===== src/rtl/pipeline_hazard_ctrl_pkg.sv =====
// Shared types and constants for the pipeline hazard controller.
//   hazard_state_t : controller states (run / redirect flush / MUL-DIV wait)
//   OPCODE_*       : RV32I major opcodes that read rs1/rs2
//   reg_use_t      : which source registers an instruction reads
//   src_hit        : true when a used, non-x0 source matches a producer rd
package pipeline_hazard_ctrl_pkg;

   localparam logic [6:0] OPCODE_LOAD   = 7'b0000011;
   localparam logic [6:0] OPCODE_OPIMM  = 7'b0010011;
   localparam logic [6:0] OPCODE_STORE  = 7'b0100011;
   localparam logic [6:0] OPCODE_OP     = 7'b0110011;
   localparam logic [6:0] OPCODE_BRANCH = 7'b1100011;
   localparam logic [6:0] OPCODE_JALR   = 7'b1100111;

   typedef enum logic [1:0] {
      HZ_RUN     = 2'd0,
      HZ_FLUSH   = 2'd1,
      HZ_MD_WAIT = 2'd2
   } hazard_state_t;

   typedef struct packed {
      logic use_rs1;
      logic use_rs2;
   } reg_use_t;

   // x0 never carries a real dependency, so a load into x0 never stalls.
   function automatic logic src_hit(input logic       used,
                                    input logic [4:0] src,
                                    input logic [4:0] dest);
      return used && (dest != 5'd0) && (src == dest);
   endfunction

endpackage


===== src/rtl/pipeline_hazard_ctrl_if.sv =====
// Decode-stage hazard bundle between the pipeline and the hazard controller.
//   master : pipeline side, drives ID/EX status and MUL/DIV done, receives controls
//   slave  : hazard controller side
interface pipeline_hazard_ctrl_if #(
   parameter int CNT_W = 16
);
   logic [6:0]       id_opcode_ip;
   logic [4:0]       id_rs1_ip;
   logic [4:0]       id_rs2_ip;
   logic             id_md_req_ip;
   logic [4:0]       ex_dest_ip;
   logic             ex_is_load_ip;
   logic             ex_redirect_ip;
   logic             md_done_ip;
   logic             md_start_op;
   logic             pc_stall_op;
   logic             if_id_stall_op;
   logic             id_ex_bubble_op;
   logic             if_id_flush_op;
   logic             md_timeout_op;
   logic [CNT_W-1:0] stall_cnt_op;

   modport master (
      output id_opcode_ip, id_rs1_ip, id_rs2_ip, id_md_req_ip,
             ex_dest_ip, ex_is_load_ip, ex_redirect_ip, md_done_ip,
      input  md_start_op, pc_stall_op, if_id_stall_op, id_ex_bubble_op,
             if_id_flush_op, md_timeout_op, stall_cnt_op
   );

   modport slave (
      input  id_opcode_ip, id_rs1_ip, id_rs2_ip, id_md_req_ip,
             ex_dest_ip, ex_is_load_ip, ex_redirect_ip, md_done_ip,
      output md_start_op, pc_stall_op, if_id_stall_op, id_ex_bubble_op,
             if_id_flush_op, md_timeout_op, stall_cnt_op
   );
endinterface


===== src/rtl/pipeline_hazard_ctrl_reg_use_decode.sv =====
// Combinational opcode -> source register usage decode.
//   opcode  : major opcode of the instruction in ID
//   reg_use : {use_rs1, use_rs2}
// Kept standalone so the forwarding unit can share the same decode.
module pipeline_hazard_ctrl_reg_use_decode
   import pipeline_hazard_ctrl_pkg::*;
(
   input  logic [6:0] opcode,
   output reg_use_t   reg_use
);

   always_comb begin
      reg_use = '0;
      case (opcode)
         OPCODE_OP,
         OPCODE_STORE,
         OPCODE_BRANCH: begin
            reg_use.use_rs1 = 1'b1;
            reg_use.use_rs2 = 1'b1;
         end
         OPCODE_OPIMM,
         OPCODE_LOAD,
         OPCODE_JALR: begin
            reg_use.use_rs1 = 1'b1;
         end
         default: ;
      endcase
   end

endmodule


===== src/rtl/pipeline_hazard_ctrl.sv =====
// Decode-stage hazard controller: load-use stalls, redirect flushes and the
// MUL/DIV start/done handshake with timeout.
//   clk   : core clock, rising edge
//   reset : asynchronous, active-low
//   hz    : hazard bundle (slave side), see pipeline_hazard_ctrl_if
//
// state      | meaning
// -----------+-----------------------------------------------------------
// HZ_RUN     | normal issue; resolves redirect > load-use > MUL/DIV start
// HZ_FLUSH   | trailing flush/bubble cycles after a redirect
// HZ_MD_WAIT | front end held while MUL/DIV runs, until done or timeout
module pipeline_hazard_ctrl
   import pipeline_hazard_ctrl_pkg::*;
#(
   parameter int FLUSH_CYCLES = 2,
   parameter int MD_TIMEOUT   = 64,
   parameter int CNT_W        = 16
) (
   input  logic                   clk,
   input  logic                   reset,
   pipeline_hazard_ctrl_if.slave  hz
);

   localparam int FL_TW = (FLUSH_CYCLES > 2) ? $clog2(FLUSH_CYCLES - 1) : 1;
   localparam int MD_TW = $clog2(MD_TIMEOUT);

   // The redirect cycle itself is spent in HZ_RUN, so the down-counter only
   // covers the remaining FLUSH_CYCLES-1 cycles (terminal count 0).
   localparam logic [FL_TW-1:0] FL_LOAD = FL_TW'((FLUSH_CYCLES > 1) ? FLUSH_CYCLES - 2 : 0);
   localparam logic [MD_TW-1:0] MD_LOAD = MD_TW'(MD_TIMEOUT - 1);

   hazard_state_t    state;
   logic [FL_TW-1:0] fl_tmr;
   logic [MD_TW-1:0] md_tmr;
   logic             md_timeout;
   logic [CNT_W-1:0] stall_cnt;

   reg_use_t         reg_use;
   logic             load_use;
   logic             md_start;
   logic             stall;
   logic             bubble;
   logic             flush;

   pipeline_hazard_ctrl_reg_use_decode u_reg_use_decode (
      .opcode  (hz.id_opcode_ip),
      .reg_use (reg_use)
   );

   assign load_use = hz.ex_is_load_ip &&
                     (src_hit(reg_use.use_rs1, hz.id_rs1_ip, hz.ex_dest_ip) ||
                      src_hit(reg_use.use_rs2, hz.id_rs2_ip, hz.ex_dest_ip));

   // Controls are Mealy so a load-use stall lands in the same cycle it is seen.
   // Gating with reset keeps every control low while reset is held, even if
   // ID still presents a MUL/DIV request.
   always_comb begin
      md_start = 1'b0;
      stall    = 1'b0;
      bubble   = 1'b0;
      flush    = 1'b0;
      if (reset) begin
         case (state)
            HZ_RUN: begin
               if (hz.ex_redirect_ip) begin
                  flush  = 1'b1;
                  bubble = 1'b1;
               end else if (load_use) begin
                  stall  = 1'b1;
                  bubble = 1'b1;
               end else if (hz.id_md_req_ip) begin
                  md_start = 1'b1;
                  stall    = 1'b1;
                  bubble   = 1'b1;
               end
            end
            HZ_FLUSH: begin
               flush  = 1'b1;
               bubble = 1'b1;
            end
            HZ_MD_WAIT: begin
               // Release on done, or on the terminal timeout cycle.
               if (!hz.md_done_ip && (md_tmr != '0)) begin
                  stall  = 1'b1;
                  bubble = 1'b1;
               end
            end
            default: ;
         endcase
      end
   end

   always_ff @(posedge clk or negedge reset) begin
      if (!reset) begin
         state      <= HZ_RUN;
         fl_tmr     <= '0;
         md_tmr     <= '0;
         md_timeout <= 1'b0;
         stall_cnt  <= '0;
      end else begin
         if (stall && (stall_cnt != '1)) begin
            stall_cnt <= stall_cnt + CNT_W'(1);
         end
         case (state)
            HZ_RUN: begin
               if (hz.ex_redirect_ip) begin
                  if (FLUSH_CYCLES > 1) begin
                     state  <= HZ_FLUSH;
                     fl_tmr <= FL_LOAD;
                  end
               end else if (!load_use && hz.id_md_req_ip) begin
                  state  <= HZ_MD_WAIT;
                  md_tmr <= MD_LOAD;
               end
            end
            HZ_FLUSH: begin
               if (hz.ex_redirect_ip) begin
                  fl_tmr <= FL_LOAD;
               end else if (fl_tmr == '0) begin
                  state <= HZ_RUN;
               end else begin
                  fl_tmr <= fl_tmr - FL_TW'(1);
               end
            end
            HZ_MD_WAIT: begin
               // A redirect cannot occur here (EX only holds bubbles), so it is ignored.
               if (hz.md_done_ip) begin
                  state <= HZ_RUN;
               end else if (md_tmr == '0) begin
                  state      <= HZ_RUN;
                  md_timeout <= 1'b1;
               end else begin
                  md_tmr <= md_tmr - MD_TW'(1);
               end
            end
            default: state <= HZ_RUN;
         endcase
      end
   end

   assign hz.md_start_op     = md_start;
   assign hz.pc_stall_op     = stall;
   assign hz.if_id_stall_op  = stall;
   assign hz.id_ex_bubble_op = bubble;
   assign hz.if_id_flush_op  = flush;
   assign hz.md_timeout_op   = md_timeout;
   assign hz.stall_cnt_op    = stall_cnt;

endmodule


===== src/flat_wrapper.sv =====
// flat-port wrapper written by rule: the top's interface ports become plain ports
module pipeline_hazard_ctrl_flat import pipeline_hazard_ctrl_pkg::*;
#(
   parameter int FLUSH_CYCLES = 2,
   parameter int MD_TIMEOUT   = 64,
   parameter int CNT_W        = 16
)
  (clk, reset, hz_id_opcode_ip, hz_id_rs1_ip, hz_id_rs2_ip, hz_id_md_req_ip, hz_ex_dest_ip, hz_ex_is_load_ip, hz_ex_redirect_ip, hz_md_done_ip, hz_md_start_op, hz_pc_stall_op, hz_if_id_stall_op, hz_id_ex_bubble_op, hz_if_id_flush_op, hz_md_timeout_op, hz_stall_cnt_op);
  pipeline_hazard_ctrl_if #(.CNT_W(CNT_W)) hz_i ();
  input  logic clk;
  input  logic reset;
  input wire logic [$bits(hz_i.id_opcode_ip)-1:0] hz_id_opcode_ip;
  input wire logic [$bits(hz_i.id_rs1_ip)-1:0] hz_id_rs1_ip;
  input wire logic [$bits(hz_i.id_rs2_ip)-1:0] hz_id_rs2_ip;
  input wire logic [$bits(hz_i.id_md_req_ip)-1:0] hz_id_md_req_ip;
  input wire logic [$bits(hz_i.ex_dest_ip)-1:0] hz_ex_dest_ip;
  input wire logic [$bits(hz_i.ex_is_load_ip)-1:0] hz_ex_is_load_ip;
  input wire logic [$bits(hz_i.ex_redirect_ip)-1:0] hz_ex_redirect_ip;
  input wire logic [$bits(hz_i.md_done_ip)-1:0] hz_md_done_ip;
  output wire logic [$bits(hz_i.md_start_op)-1:0] hz_md_start_op;
  output wire logic [$bits(hz_i.pc_stall_op)-1:0] hz_pc_stall_op;
  output wire logic [$bits(hz_i.if_id_stall_op)-1:0] hz_if_id_stall_op;
  output wire logic [$bits(hz_i.id_ex_bubble_op)-1:0] hz_id_ex_bubble_op;
  output wire logic [$bits(hz_i.if_id_flush_op)-1:0] hz_if_id_flush_op;
  output wire logic [$bits(hz_i.md_timeout_op)-1:0] hz_md_timeout_op;
  output wire logic [$bits(hz_i.stall_cnt_op)-1:0] hz_stall_cnt_op;
  assign hz_i.id_opcode_ip = hz_id_opcode_ip;
  assign hz_i.id_rs1_ip = hz_id_rs1_ip;
  assign hz_i.id_rs2_ip = hz_id_rs2_ip;
  assign hz_i.id_md_req_ip = hz_id_md_req_ip;
  assign hz_i.ex_dest_ip = hz_ex_dest_ip;
  assign hz_i.ex_is_load_ip = hz_ex_is_load_ip;
  assign hz_i.ex_redirect_ip = hz_ex_redirect_ip;
  assign hz_i.md_done_ip = hz_md_done_ip;
  assign hz_md_start_op = hz_i.md_start_op;
  assign hz_pc_stall_op = hz_i.pc_stall_op;
  assign hz_if_id_stall_op = hz_i.if_id_stall_op;
  assign hz_id_ex_bubble_op = hz_i.id_ex_bubble_op;
  assign hz_if_id_flush_op = hz_i.if_id_flush_op;
  assign hz_md_timeout_op = hz_i.md_timeout_op;
  assign hz_stall_cnt_op = hz_i.stall_cnt_op;
  pipeline_hazard_ctrl #(.FLUSH_CYCLES(FLUSH_CYCLES), .MD_TIMEOUT(MD_TIMEOUT), .CNT_W(CNT_W)) u_core (.clk(clk), .reset(reset), .hz(hz_i));
endmodule

===== config.mk =====
export PLATFORM = sky130hd
export DESIGN_NAME = pipeline_hazard_ctrl_flat
export DESIGN_NICKNAME = d
export VERILOG_FILES = /design/src/rtl/pipeline_hazard_ctrl_pkg.sv /design/src/rtl/pipeline_hazard_ctrl_if.sv /design/src/rtl/pipeline_hazard_ctrl_reg_use_decode.sv /design/src/rtl/pipeline_hazard_ctrl.sv /design/src/flat_wrapper.sv
export SDC_FILE = /design/constraint.sdc
export NUM_CORES = 1
export LEC_CHECK = 0
export CAP_MARGIN = 25
export CORE_UTILIZATION = 35
export DETAILED_ROUTE_END_ITERATION = 8
export GPL_ROUTABILITY_DRIVEN = 0
export PLACE_DENSITY = 0.65
export SETUP_SLACK_MARGIN = 0.4
export SLEW_MARGIN = 20
export SYNTH_ARGS = -nofsm -noshare
export SYNTH_HDL_FRONTEND = slang
export SYNTH_SLANG_ARGS = --single-unit
export TNS_END_PERCENT = 30

===== constraint.sdc =====
create_clock -name clk -period 2.5 [get_ports clk]
set_clock_uncertainty 0.15 [all_clocks]
set_input_delay 0.5 -clock clk [delete_from_list [all_inputs] [get_ports clk]]
set_output_delay 0.5 -clock clk [all_outputs]
set_load 0.005 [all_outputs]

**Word-level counts from Yosys, hierarchy flattened**

Cells that the tools add are included.

- Flip-flop bits (word level): 26
- Bits in latches: 0
- Memory bits (writable): 0
- Memory bits (read-only): 0
- Input port bits: 28
- Output and inout bits: 22
- Memories kept: 0

- $add $sub $neg: 3
- Multiply operators: 0
- Divide/modulo/power cells: 0
- $lt $le $gt $ge: 0
- Equal/unequal tests: 20
- Shift operators: 0
- Muxes and demuxes: 34
- Bitwise logic cells: 1
- Reduce and logical (&&, ||, !) cells: 23

Operators by type and width:

| operator | count |
|---|---|
| 6-bit 2-to-1 mux | 4 |
| 1-bit 2-to-1 mux | 18 |
| 16-bit by 1-bit adder with 16-bit output, second input constant | 1 |
| 16-bit != test, second input constant | 1 |
| 7-bit by 6-bit equality test with 1-bit output, second input constant | 2 |
| 7-bit equality test, second input constant | 2 |
| 2-bit 2-to-1 mux | 6 |
| 2-bit != test, second input constant | 6 |
| 6-bit case mux with 2 select lines | 1 |
| 5-bit equality test | 2 |
| 1-bit logical AND | 8 |
| 7-bit by 2-bit equality test with 1-bit output, second input constant | 1 |
| 7-bit by 5-bit equality test with 1-bit output, second input constant | 1 |
| 6-bit zero test | 1 |
| 3-bit by 2-bit != test with 1-bit output, second input constant | 2 |
| 1-bit case mux with 2 select lines | 3 |
| 2-bit case mux with 3 select lines | 1 |
| 6-bit nonzero test | 1 |
| 6-bit OR reduction | 1 |
| 6-bit by 1-bit subtractor with 6-bit output, second input constant | 1 |
| 5-bit AND reduction | 1 |
| 5-bit nonzero test | 1 |
| 4-bit AND reduction | 1 |
| 2-bit nonzero test | 2 |
| other kinds (12) | 13 |

**Depth between registers and ports, before layout**

- Depth after elaboration: 12
- Gate-level depth with buffers: 9
- Depth with buffers taken out: 8

**Hierarchy**

A second synthesis with hierarchy kept.

- Cell total of the unflattened synthesis: 146
- Area total of the unflattened synthesis: 1461.4 um^2

Modules (own cells, without submodules):

| module | times used | cells an instance | area an instance (um^2) | sequential area each (um^2) |
|---|---|---|---|---|
| pipeline_hazard_ctrl | 1 | 140 | 1403.8 | 625.6 |
| pipeline_hazard_ctrl_reg_use_decode | 1 | 6 | 57.6 | 0.0 |

**Worst setup path before layout**

Ideal clock, no wire load.

- Path kind: reg2out
- Start: reg u_core.md_tmr[0]
- End: out hz_pc_stall_op
- Data arrival time: 1.879 ns
- Required time: 1.850 ns
- Slack: -0.029 ns
- Cell stages (with the launch flop): 10
- Path buffers: 2
- Cell sequence: dfrtp_1 inv_1 ha_1 or4b_4 o21ai_2 a211oi_1 a21oi_4 buf_6 inv_1 buf_4

- Word-level cells in the longest chain between the ends: 5

Ends and longest elaborated chain:

| what | RTL line | text |
|---|---|---|
| from (decl) | pipeline_hazard_ctrl.sv:34 | `logic [MD_TW-1:0] md_tmr;` |
| from (signal assigned) | pipeline_hazard_ctrl.sv:133 | `md_tmr <= md_tmr - MD_TW'(1);` |
| 6-bit nonzero test | pipeline_hazard_ctrl.sv:83 | `if (!hz.md_done_ip && (md_tmr != '0)) begin` |
| 1-bit logical AND | pipeline_hazard_ctrl.sv:83 |  |
| 1-bit 2-to-1 mux | pipeline_hazard_ctrl.sv:83 |  |
| 1-bit case mux with 2 select lines | pipeline_hazard_ctrl.sv:63 | `case (state)` |
| 1-bit 2-to-1 mux | pipeline_hazard_ctrl.sv:62 | `if (reset) begin` |
| to (decl) | flat_wrapper.sv:21 | `output wire logic [$bits(hz_i.pc_stall_op)-1:0] hz_pc_stall_op;` |

Every way passes these cells.

**Worst setup path in the final report**

Ends and elaborated chain as after synthesis.

==> summary.md <==
| Metric | Value |
|---|---|
| Largest cells by area after synthesis | dfrtp_1 (39%), xor2_1 (7.0%), xnor2_1 (6.5%) |
| Fmax | 383.1 MHz |
| Dpl cells | between 200 and 300 |
| Synth Register Bits | 25 |
| Root buffer cell | clkbuf_8 |
| First-pass GRT wire length | between 6 and 7 mm |
| Worst vdd ir | roughly 230 uV |
| Critical Path RT | 1.85 ns |
| Largest net degree at the start of global routing | 24 |
| Syn Inst Count | 162 |
| Clock sink total | 25 |
| Critical path buffers and inverters | 3 |
| Endpoints failing setup | 3 |
| Finished Layout Cells | between 300 and 400 |
| RSZ-0062 raised after global routing | yes |
| Fin area | approximately 2600 um^2 |
| Status | finished, violations left |
| Ys async rst share | 100.0% |
| Grt ovf | 0 |
| Fin nets | between 200 and 300 |
| Slew headroom | between 60% and 70% |
| Final WS setup | -0.1102 ns |
| DRT antenna net count | 0 |
| Crit start category | flop |
| Synth area leader | dfrtp_1 |
| Combinational power share | a little under a third |
| Starting density of the core | a little under two fifths |
| Sw frac | between 20% and 30% |
| Final hold violations | 0 |
| Period utilization | 104.4% |
| Ant. Diodes | 0 |
| YS warnings | 0 |
| CP Class | flop to output port |
| Critical path's top delay family | simple AND/OR/NAND/NOR gates |
| Die Span Y | 70.07 um |
| Top cell type's share of synthesized area | roughly 39% |
| Top_reg_cell synth | dfrtp_1 |
| Hold Buf Count CTS | 0 |
| Clock Power Share | 22.7% |
| DPL Wire Length | between 2 and 3 mm |
| CP arrival | ~2.0 ns |
| Max incr delay on CP | approximately 0.48 ns |
| Detailed-router iteration count before antenna repair | 3 |
| Sequential Power Share | a little under half |
| FILL cells | about 400 |
| Fraction of layout instances using a drive strength above 1 | approximately two fifths |
| Worst setup EP type | output port |
| CP max FO | 2 |
| Sequential area share after synthesis | 38.58% |
| Post-synthesis cell area | between 1500 and 2000 um^2 |
| Syn Area/Cell | between 10 and 15 um^2 |
| Register Area | 625.6 um^2 |
| Core box area | 4414 um^2 |
| Final setup TNS | -0.2211 ns |
| Cell Rows | 24 |
| Synth-to-Final Area Change | 60.57% |
| CP cell instances | inv_2 -> ha_4 -> or4b_4 -> o21ai_4 -> a211oi_2 -> a21oi_4 -> inv_4 -> buf_2 |
| Min-Delay Path Class | input pin to asynchronous set/reset pin |
| Die ar. | ~4900 um^2 |
| Area after DPL | 2352 um^2 |
| Num CTS Buffers | 3 |
| Lkg Pwr | 1.173 nW |
| Footprint of the multi-input gates | 1055 um^2 |
| Failing checks | negative setup slack |
| Via Count | between 1.5k and 2k |
| Post-Syn Nets | slightly below 200 |
| Post-synth EDFFs | 0 |
| Netlist cell types | 44 |
| Max cap viols | 0 |
| Routed WL | roughly 4.0 mm |
| Number of global-route vias before repair | ~1.5k |
| Slew @ Worst Pin | a little under 0.5 ns |
| Tmin final | roughly 2.6 ns |
| Clk slew on worst S/H paths | 0.08 ns |
| CP max-delay cell | or4b_4 |
| H-tree levels | 1 |
| PwrDens | just over 400 nW/um^2 |
| Initial antenna violation count | 0 |
| Int Pwr | around 0.76 mW |
| Drt wl/cell | approximately 13 um |
| Ports | 50 |
| Drt drc | 0 |
| Vias per inst | around 5 |
| GRT Util Overall | approximately 17% |
| Max Slew Vio Count | 0 |
| Net Switching | a little over 0.3 mW |
| IO buf count | 49 |
| Die span in x | approximately 70 um |
| First DRT Iteration DRCs | 33 |
| CTS Buffer Depth | 2 |
| CTS tree | built |
| Worst-Skew Late Latency | around 0.27 ns |
## state kept, by name, indices dropped and copies added (netlist names)
| signal | count |
|---|---|
| u_core.hz.md_timeout_op | 1 |
| u_core.hz.stall_cnt_op | 16 |
| u_core.md_tmr | 6 |
| u_core.state | 2 |
## cell usage after synthesis (all sizes together), types with 3 or more instances
| master | instances |
|---|---|
| xor2 | 13 |
| nand2 | 15 |
| nor3b | 3 |
| nand4 | 4 |
| nor2b | 3 |
| dfrtp | 25 |
| nor4 | 6 |
| buf | 4 |
| nor3 | 10 |
| xnor2 | 12 |
| nor2 | 8 |
| o21ai | 6 |
| inv | 7 |
| ha | 3 |
| nand3 | 9 |
| mux2 | 3 |
| and3 | 6 |
| a21oi | 4 |
## layout make-up
class	count	share of cell area (%)
well taps	52	2.499
clock buffers	3	1.586
clock inverters	1	0.1922
multi-input cells	125	40.51
inverters	7	1.105
flip-flops and latches	25	24.03
repair buffers	94	30.08
## cells in the final DEF (no fill, tap or decap), drive strengths merged, types with 6 or more instances in the layout
master / count
nand2: 15
clkdlybuf4s15: 10
nor2: 8
dfrtp: 25
nor4: 6
nor3: 10
xnor2: 12
and3: 6
clkdlybuf4s50: 19
nand3: 9
inv: 7
xor2: 13
buf: 62
o21ai: 6
## through the flow
stage	setup slack (ns)	total power, mW	hold slack (ns)	utilization, %
2_1_floorplan	-0.005601	0.6055	0.05441	-
3_3_place_gp	-0.6129	0.7864	0.3227	53.29
3_5_place_dp	-0.6635	0.7912	0.3172	53.29
4_1_cts	-0.09694	1.069	0.1483	56.97
5_1_grt	-0.1948	1.133	0.1524	58.99
6_report	-0.1102	1.065	0.1644	58.99
## logic make-up (layout without fill, tap and decap cells)
logic type / after synthesis / count (layout) / share of synthesized area, %
and+or+nand+nor: 74 / 74 / 29.09
xor gates and xnor gates: 25 / 25 / 13.50
adders and majority gates: 3 / 3 / 2.315
muxes: 3 / 3 / 2.083
buffers and inverters: 12 / 105 / 3.935
DFF: 25 / 25 / 38.58
AOI/OAI and AO/OA: 20 / 20 / 10.49
## routing by layer
metal  track usage [%]  vias up  routed length [um]
met3             2.886        7                  92
met1             20.84      718                1720
li1                  -      772                   -
met5                 0        -                   0
met4             4.667        0                  59
met2             30.88       18                2170
## final timing paths
path                                              start                    endpoint  slack, ns  cells after the start
max in group asynchronous                         reset            u_core.md_tmr[3]       1.68                      2
worst max register to register         u_core.md_tmr[0]  u_core.hz.stall_cnt_op[12]       0.04                     10
worst min register to register  u_core.hz.md_timeout_op     u_core.hz.md_timeout_op       0.34                      1
worst min-delay path                              reset            u_core.md_tmr[0]       0.16                      2
worst max-delay path                   u_core.md_tmr[0]              hz_pc_stall_op      -0.11                      8
min in group clk                u_core.hz.md_timeout_op     u_core.hz.md_timeout_op       0.34                      1
## power by group through the flow
stage / clock [mW] / combinational (mW) / sequential, mW
floorplan: 0 / 0.110 / 0.496
global placement: 0 / 0.283 / 0.503
detailed placement: 0 / 0.289 / 0.502
CTS: 0.258 / 0.316 / 0.495
global route: 0.272 / 0.358 / 0.503
finish: 0.242 / 0.330 / 0.494
## what timing repair did
action,CTS,global route
endpoints found under the setup margin,27,27
hold endpoints to repair,0,0
resized for setup,118,7
buffers inserted,11,7
pin swaps,31,3
No activity file was read; power rests on OpenSTA's default activity.
